[config.mk]
export PLATFORM = sky130hd
export DESIGN_NAME = note_sequencer
export DESIGN_NICKNAME = d
export VERILOG_FILES = /design/src/rtl/song_pkg.sv /design/src/rtl/tone_gen.sv /design/src/rtl/note_sequencer.sv
export SDC_FILE = /design/constraint.sdc
export NUM_CORES = 1
export LEC_CHECK = 0
export CORE_ASPECT_RATIO = 0.75
export CORE_UTILIZATION = 50
export CTS_CLUSTER_SIZE = 28
export DETAILED_ROUTE_END_ITERATION = 10
export PLACE_DENSITY = 0.7
export SLEW_MARGIN = 20
export SYNTH_ARGS = -nofsm -noshare
export SYNTH_HDL_FRONTEND = slang
export SYNTH_SLANG_ARGS = --single-unit
[constraint.sdc]
create_clock -name clk -period 3.1 [get_ports clk]
set_input_delay 0.31 -clock clk [delete_from_list [all_inputs] [get_ports clk]]
set_output_delay 0.31 -clock clk [all_outputs]
set_load 0.01 [all_outputs]
[src/rtl/song_pkg.sv]
// Shared types, field widths and the pitch lookup for the note sequencer.
package song_pkg;

  typedef enum logic [2:0] {
    S_IDLE,
    S_FETCH,
    S_LOAD,
    S_PLAY,
    S_GAP
  } state_e;

  localparam int PITCH_W = 5;
  localparam int DUR_W   = 11;
  localparam int HP_W    = 15;

  localparam logic [PITCH_W-1:0] PITCH_REST = 5'd0;
  localparam logic [PITCH_W-1:0] PITCH_END  = 5'd31;

  // Half-period counts for a 25 MHz clock, semitone steps upward from A4 (440 Hz).
  function automatic logic [HP_W-1:0] pitch_to_half_period(input logic [PITCH_W-1:0] pitch);
    logic [HP_W-1:0] hp;
    case (pitch)
      5'd1:  hp = 15'd28408;
      5'd2:  hp = 15'd26814;
      5'd3:  hp = 15'd25309;
      5'd4:  hp = 15'd23889;
      5'd5:  hp = 15'd22548;
      5'd6:  hp = 15'd21283;
      5'd7:  hp = 15'd20088;
      5'd8:  hp = 15'd18961;
      5'd9:  hp = 15'd17897;
      5'd10: hp = 15'd16892;
      5'd11: hp = 15'd15944;
      5'd12: hp = 15'd15049;
      5'd13: hp = 15'd14204;
      5'd14: hp = 15'd13406;
      5'd15: hp = 15'd12654;
      5'd16: hp = 15'd11944;
      5'd17: hp = 15'd11274;
      5'd18: hp = 15'd10641;
      5'd19: hp = 15'd10044;
      5'd20: hp = 15'd9480;
      5'd21: hp = 15'd8948;
      5'd22: hp = 15'd8446;
      5'd23: hp = 15'd7972;
      5'd24: hp = 15'd7524;
      5'd25: hp = 15'd7102;
      5'd26: hp = 15'd6703;
      5'd27: hp = 15'd6327;
      5'd28: hp = 15'd5972;
      5'd29: hp = 15'd5637;
      5'd30: hp = 15'd5320;
      default: hp = '0;
    endcase
    return hp;
  endfunction

endpackage

[src/rtl/tone_gen.sv]
// Square-wave generator: output toggles every half_period+1 enabled cycles.
module tone_gen
  import song_pkg::*;
(
  input  logic            clk,
  input  logic            rst,
  input  logic            en,
  input  logic [HP_W-1:0] half_period,
  output logic            speaker
);

  logic [HP_W-1:0] cnt_q, cnt_d;
  logic            spk_q, spk_d;

  // Count while enabled; clear and silence as soon as enable drops.
  always_comb begin
    cnt_d = cnt_q;
    spk_d = spk_q;
    if (!en) begin
      cnt_d = '0;
      spk_d = 1'b0;
    end else if (cnt_q == half_period) begin
      cnt_d = '0;
      spk_d = ~spk_q;
    end else begin
      cnt_d = cnt_q + 15'd1;
    end
  end

  // Counter and output register.
  always_ff @(posedge clk) begin
    if (rst) begin
      cnt_q <= '0;
      spk_q <= 1'b0;
    end else begin
      cnt_q <= cnt_d;
      spk_q <= spk_d;
    end
  end

  // Gating makes the pin go quiet in the same cycle the enable falls.
  assign speaker = spk_q & en;

endmodule

[src/rtl/note_sequencer.sv]
// Steps through a note ROM, holding each pitch for its duration in ticks.
// HP_SHIFT right-shifts the half-period table so audible tones can be
// compressed into short simulations; leave at 0 on hardware.
module note_sequencer
  import song_pkg::*;
#(
  parameter int ADDR_W    = 6,
  parameter int TICK_DIV  = 25000,
  parameter int GAP_TICKS = 10,
  parameter int HP_SHIFT  = 0
) (
  input  logic              clk,
  input  logic              rst,
  input  logic              play,
  input  logic              stop,
  input  logic              loop,
  output logic [ADDR_W-1:0] rom_addr,
  input  logic [15:0]       rom_data,
  output logic              speaker,
  output logic              tone_en,
  output logic              busy,
  output logic [ADDR_W-1:0] note_idx
);

  localparam int                TICK_W    = (TICK_DIV > 1) ? $clog2(TICK_DIV) : 1;
  localparam logic [TICK_W-1:0] TICK_LAST = TICK_W'(TICK_DIV - 1);
  localparam logic [ADDR_W-1:0] ADDR_LAST = '1;
  localparam logic [DUR_W-1:0]  GAP_LEN   = DUR_W'(GAP_TICKS);

  state_e             state_q, state_d;
  logic [ADDR_W-1:0]  addr_q, addr_d;
  logic [ADDR_W-1:0]  idx_q, idx_d;
  logic [PITCH_W-1:0] pitch_q, pitch_d;
  logic [HP_W-1:0]    hp_q, hp_d;
  logic [TICK_W-1:0]  tick_q, tick_d;
  logic [DUR_W-1:0]   dur_q, dur_d;

  logic [PITCH_W-1:0] rom_pitch;
  logic [DUR_W-1:0]   rom_dur;
  logic               tick_wrap;
  logic               cnt_done;

  assign rom_pitch = rom_data[15:11];
  assign rom_dur   = rom_data[10:0];
  assign tick_wrap = (tick_q == TICK_LAST);
  assign cnt_done  = tick_wrap && (dur_q == DUR_W'(1));

  // Sequencer next-state: fetch/decode, tick divider and duration countdown.
  always_comb begin
    state_d = state_q;
    addr_d  = addr_q;
    idx_d   = idx_q;
    pitch_d = pitch_q;
    hp_d    = hp_q;
    tick_d  = tick_q;
    dur_d   = dur_q;
    case (state_q)
      S_IDLE: begin
        addr_d = '0;
        if (play) state_d = S_FETCH;
      end
      S_FETCH: state_d = S_LOAD;
      S_LOAD: begin
        if (rom_pitch == PITCH_END || (rom_dur == '0 && addr_q == ADDR_LAST)) begin
          addr_d  = '0;
          state_d = loop ? S_FETCH : S_IDLE;
        end else if (rom_dur == '0) begin
          addr_d  = addr_q + 1'b1;
          state_d = S_FETCH;
        end else begin
          pitch_d = rom_pitch;
          hp_d    = pitch_to_half_period(rom_pitch) >> HP_SHIFT;
          dur_d   = rom_dur;
          tick_d  = '0;
          idx_d   = addr_q;
          state_d = S_PLAY;
        end
      end
      S_PLAY, S_GAP: begin
        tick_d = tick_wrap ? '0 : tick_q + 1'b1;
        if (tick_wrap) dur_d = dur_q - 1'b1;
        if (cnt_done) begin
          if (state_q == S_PLAY && GAP_TICKS != 0) begin
            state_d = S_GAP;
            dur_d   = GAP_LEN;
            tick_d  = '0;
          end else begin
            // Last address behaves like an END marker; the increment wraps to 0.
            addr_d  = addr_q + 1'b1;
            state_d = (addr_q == ADDR_LAST && !loop) ? S_IDLE : S_FETCH;
          end
        end
      end
      default: state_d = S_IDLE;
    endcase
    if (stop) begin
      state_d = S_IDLE;
      addr_d  = '0;
    end
  end

  // Sequencer registers.
  always_ff @(posedge clk) begin
    if (rst) begin
      state_q <= S_IDLE;
      addr_q  <= '0;
      idx_q   <= '0;
      pitch_q <= '0;
      hp_q    <= '0;
      tick_q  <= '0;
      dur_q   <= '0;
    end else begin
      state_q <= state_d;
      addr_q  <= addr_d;
      idx_q   <= idx_d;
      pitch_q <= pitch_d;
      hp_q    <= hp_d;
      tick_q  <= tick_d;
      dur_q   <= dur_d;
    end
  end

  assign rom_addr = addr_q;
  assign note_idx = idx_q;
  assign busy     = (state_q != S_IDLE);
  assign tone_en  = (state_q == S_PLAY) && (pitch_q != PITCH_REST);

  tone_gen u_tone (
    .clk         (clk),
    .rst         (rst),
    .en          (tone_en),
    .half_period (hp_q),
    .speaker     (speaker)
  );

endmodule

==> qor.txt <==
Post-synth EDFFs: 0
commonest non-fill, non-tap cell in the layout: dfxtp_1
Clk Tree Root Cell: clkbuf_16
Unique masters post-synth: 69
final slew viol count: 0
predominant post-synthesis flop cell: dfxtp_1
crit-path cells: nand3b_1, a21oi_1, and2_1, clkdlybuf4s50_1
Setup Fix Bufs, Post-CTS: 0
Ys Warns: 0
Required @ worst endpoint: 2.79 ns
Max FO, Critical Path: 18
htree depth: 3
Peak VDD IR: 0.343 mV
leading area contributor after synthesis: dfxtp_1
Overflow after GRT: 0
Worst-Skew Late Latency: 0.34 ns
CTS Hold Bufs: 0
GRT Overall Usage: 26.5%
CP max stage delay: 0.66 ns
Data arrival, critical path: 2.39 ns
r2r endpoint: dur_q[10]
fraction of layout cells with a size suffix above 1: 7.42%
final antenna-violating net count: 0
Tcrit/Tclk final: 87.2%
f_max: 370 MHz
HPWL Detailed: 8.65 mm
count of max-cap constraint violations: 0
port bufs: 35
Rows: 30
worst hold path depth: 2
Initial DRC Count: 398
RePlAce Congestion: 0.928
drt drc: 0
Slew headroom: 32.4%
routed length per instance: 16.6 um
post-synth net total: 632
number of global-route vias before repair: 4151
HP Class: reg2reg
commonest non-fill, non-tap cells in the layout: 77 x dfxtp_1, 67 x nand2_1, 53 x nor2_1, 40 x a21oi_1, 35 x clkdlybuf4s50_1
Mapped Cells: 597
sequential element share of the synthesized area: 32.6%
Worst-Margin Slew: 1.01 ns
Starting Density: 51.9%
DRT Wirelength: 12.4 mm
worst r2r src: state_q[2]
die height: 86.2 um
Core ar.: 9120 um2
Top Ports: 36
layout net count: 650
DR vias: 4590
Min Hold Slack: 0.457 ns
Horiz. Die Dim: 114 um
crit path from: state_q[0]
# setup viols final: 0
Die ar.: 9860 um2
Worst setup EP type: output port
area delta synth->final: 16.2%
slowest CP cell: dfxtp_1
largest net degree at the start of global routing: 47
leakage: 0.00192 uW
Power Density: 425 nW/um2
critical path launch point type: register
synthesized area per cell: 7.92 um2
flops & latches, synth: 77
critical path type: reg2out
run status: finished clean
worst-case reg-to-reg path depth: 5
Mapped Area: 4730 um2
setup TNS: 0 ns
Worst Hold End: note_idx[5]
number of clock sinks: 77
CTS tree: built
reg-to-reg setup timing slack: 0.69 ns
hold_sp: note_idx[5]
maximum root-to-sink buffer count: 2
vias per inst: 6.14
# diodes: 0
Area contributors post-synth: dfxtp_1 33%, nand2_1 5.3%, nor2_1 4.3%, a21oi_1 4.2%, xor2_1 3.9%
post-cts resize count: 0
Clock transition at path regs: 0.06 ns
DRT Pass-1 Iters: 5
initial antenna violation count: 0
Tmin final: 2.70 ns
first-pass GRT wire length: 20.5 mm
total CTS buffers: 9
Layout Skew: 0.00687 ns
RSZ-0062 raised after global routing: false
final count of hold timing violations: 0
post-synth top area share: 32.6%
Synth async-reset ratio: 0%
[Yosys cell counts, drive strengths merged, types with 6 or more instances]
library cell / n
o311ai: 8
inv: 16
nand2: 68
nor3: 20
xor2: 21
o31ai: 6
nand3b: 7
dfxtp: 77
a21oi: 40
a31oi: 12
o21ai: 30
a211oi: 12
or4: 8
o211ai: 7
buf: 6
mux2i: 11
ha: 14
nand2b: 7
nand3: 20
nor4: 10
nand4: 6
and3: 10
clkbuf: 36
xnor2: 11
nor2: 54
or3: 14
[flip-flops by register name, summed over array words and instances (netlist names)]
| name | flops |
|---|---|
| dur_q | 11 |
| hp_q | 15 |
| note_idx | 6 |
| pitch_q | 5 |
| rom_addr | 6 |
| state_q | 3 |
| tick_q | 15 |
| u_tone.cnt_q | 15 |
| u_tone.spk_q | 1 |
[layer usage]
layer	vias up	share of wire (%)	global-route usage, %
met5	-	0	0
met4	0	1.3	8.15
met3	17	8.1	6.85
met2	202	41	37.1
met1	2142	50	39.3
li1	2229	-	-
[worst max-delay path by stage]
| stage | to | slack [ns] | cells after the start |
|---|---|---|---|
| floorplan | rom_addr[3] | 0.96 | 7 |
| global placement | rom_addr[4] | 0.45 | 7 |
| detailed placement | rom_addr[3] | 0.44 | 7 |
| CTS | speaker | 0.40 | 4 |
| global route | speaker | 0.23 | 4 |
| finish | speaker | 0.40 | 4 |
[critical path: cells and delay by family, from the launching register on]
| family | cells | cell delay (ns) |
|---|---|---|
| flops | 1 | 0.66 |
| buf+inv | 1 | 0.53 |
| simple gates | 2 | 0.46 |
| compound gates | 1 | 0.41 |
[cells by family after synthesis]
kind of cell	after synthesis	synth area share, %
xor gates and xnor gates	32	5.93
buffers and inverters	58	4.74
AOI/OAI and AO/OA	153	21.9
adders and majority gates	14	3.70
and+or+nand+nor	249	27.4
DFF	77	32.6
muxes	14	3.76
[report_power, final]
| part | leakage, uW | switching, uW | internal [uW] |
|---|---|---|---|
| registers | 0.000621 | 13.1 | 1000 |
| clock network | 0.000142 | 423 | 647 |
| logic | 0.00116 | 146 | 104 |
[metrics by stage]
stage / total power (uW) / area [um2] / utilization (%) / cells / worst slack [ns]
after floorplan: 1200 / 4730 / - / 597 / 0.963
after global placement: 1280 / 5200 / 57.0 / 732 / 0.452
after detailed placement: 1280 / 5200 / 57.0 / 732 / 0.444
after CTS: 2350 / 5500 / 60.3 / 748 / 0.404
after global routing: 2420 / 5500 / 60.3 / 748 / 0.226
final: 2330 / 5500 / 60.3 / 748 / 0.398
[layout make-up]
cell class / instances / area (um2)
fill: 821 / 3620
tap: 128 / 160
sequential: 77 / 1540
inverter: 16 / 60.1
clock inverter: 5 / 58.8
multi-input combinational: 462 / 2970
clock buffer: 11 / 243
timing repair buffer: 49 / 468
No activity file was read; power rests on OpenSTA's default activity.
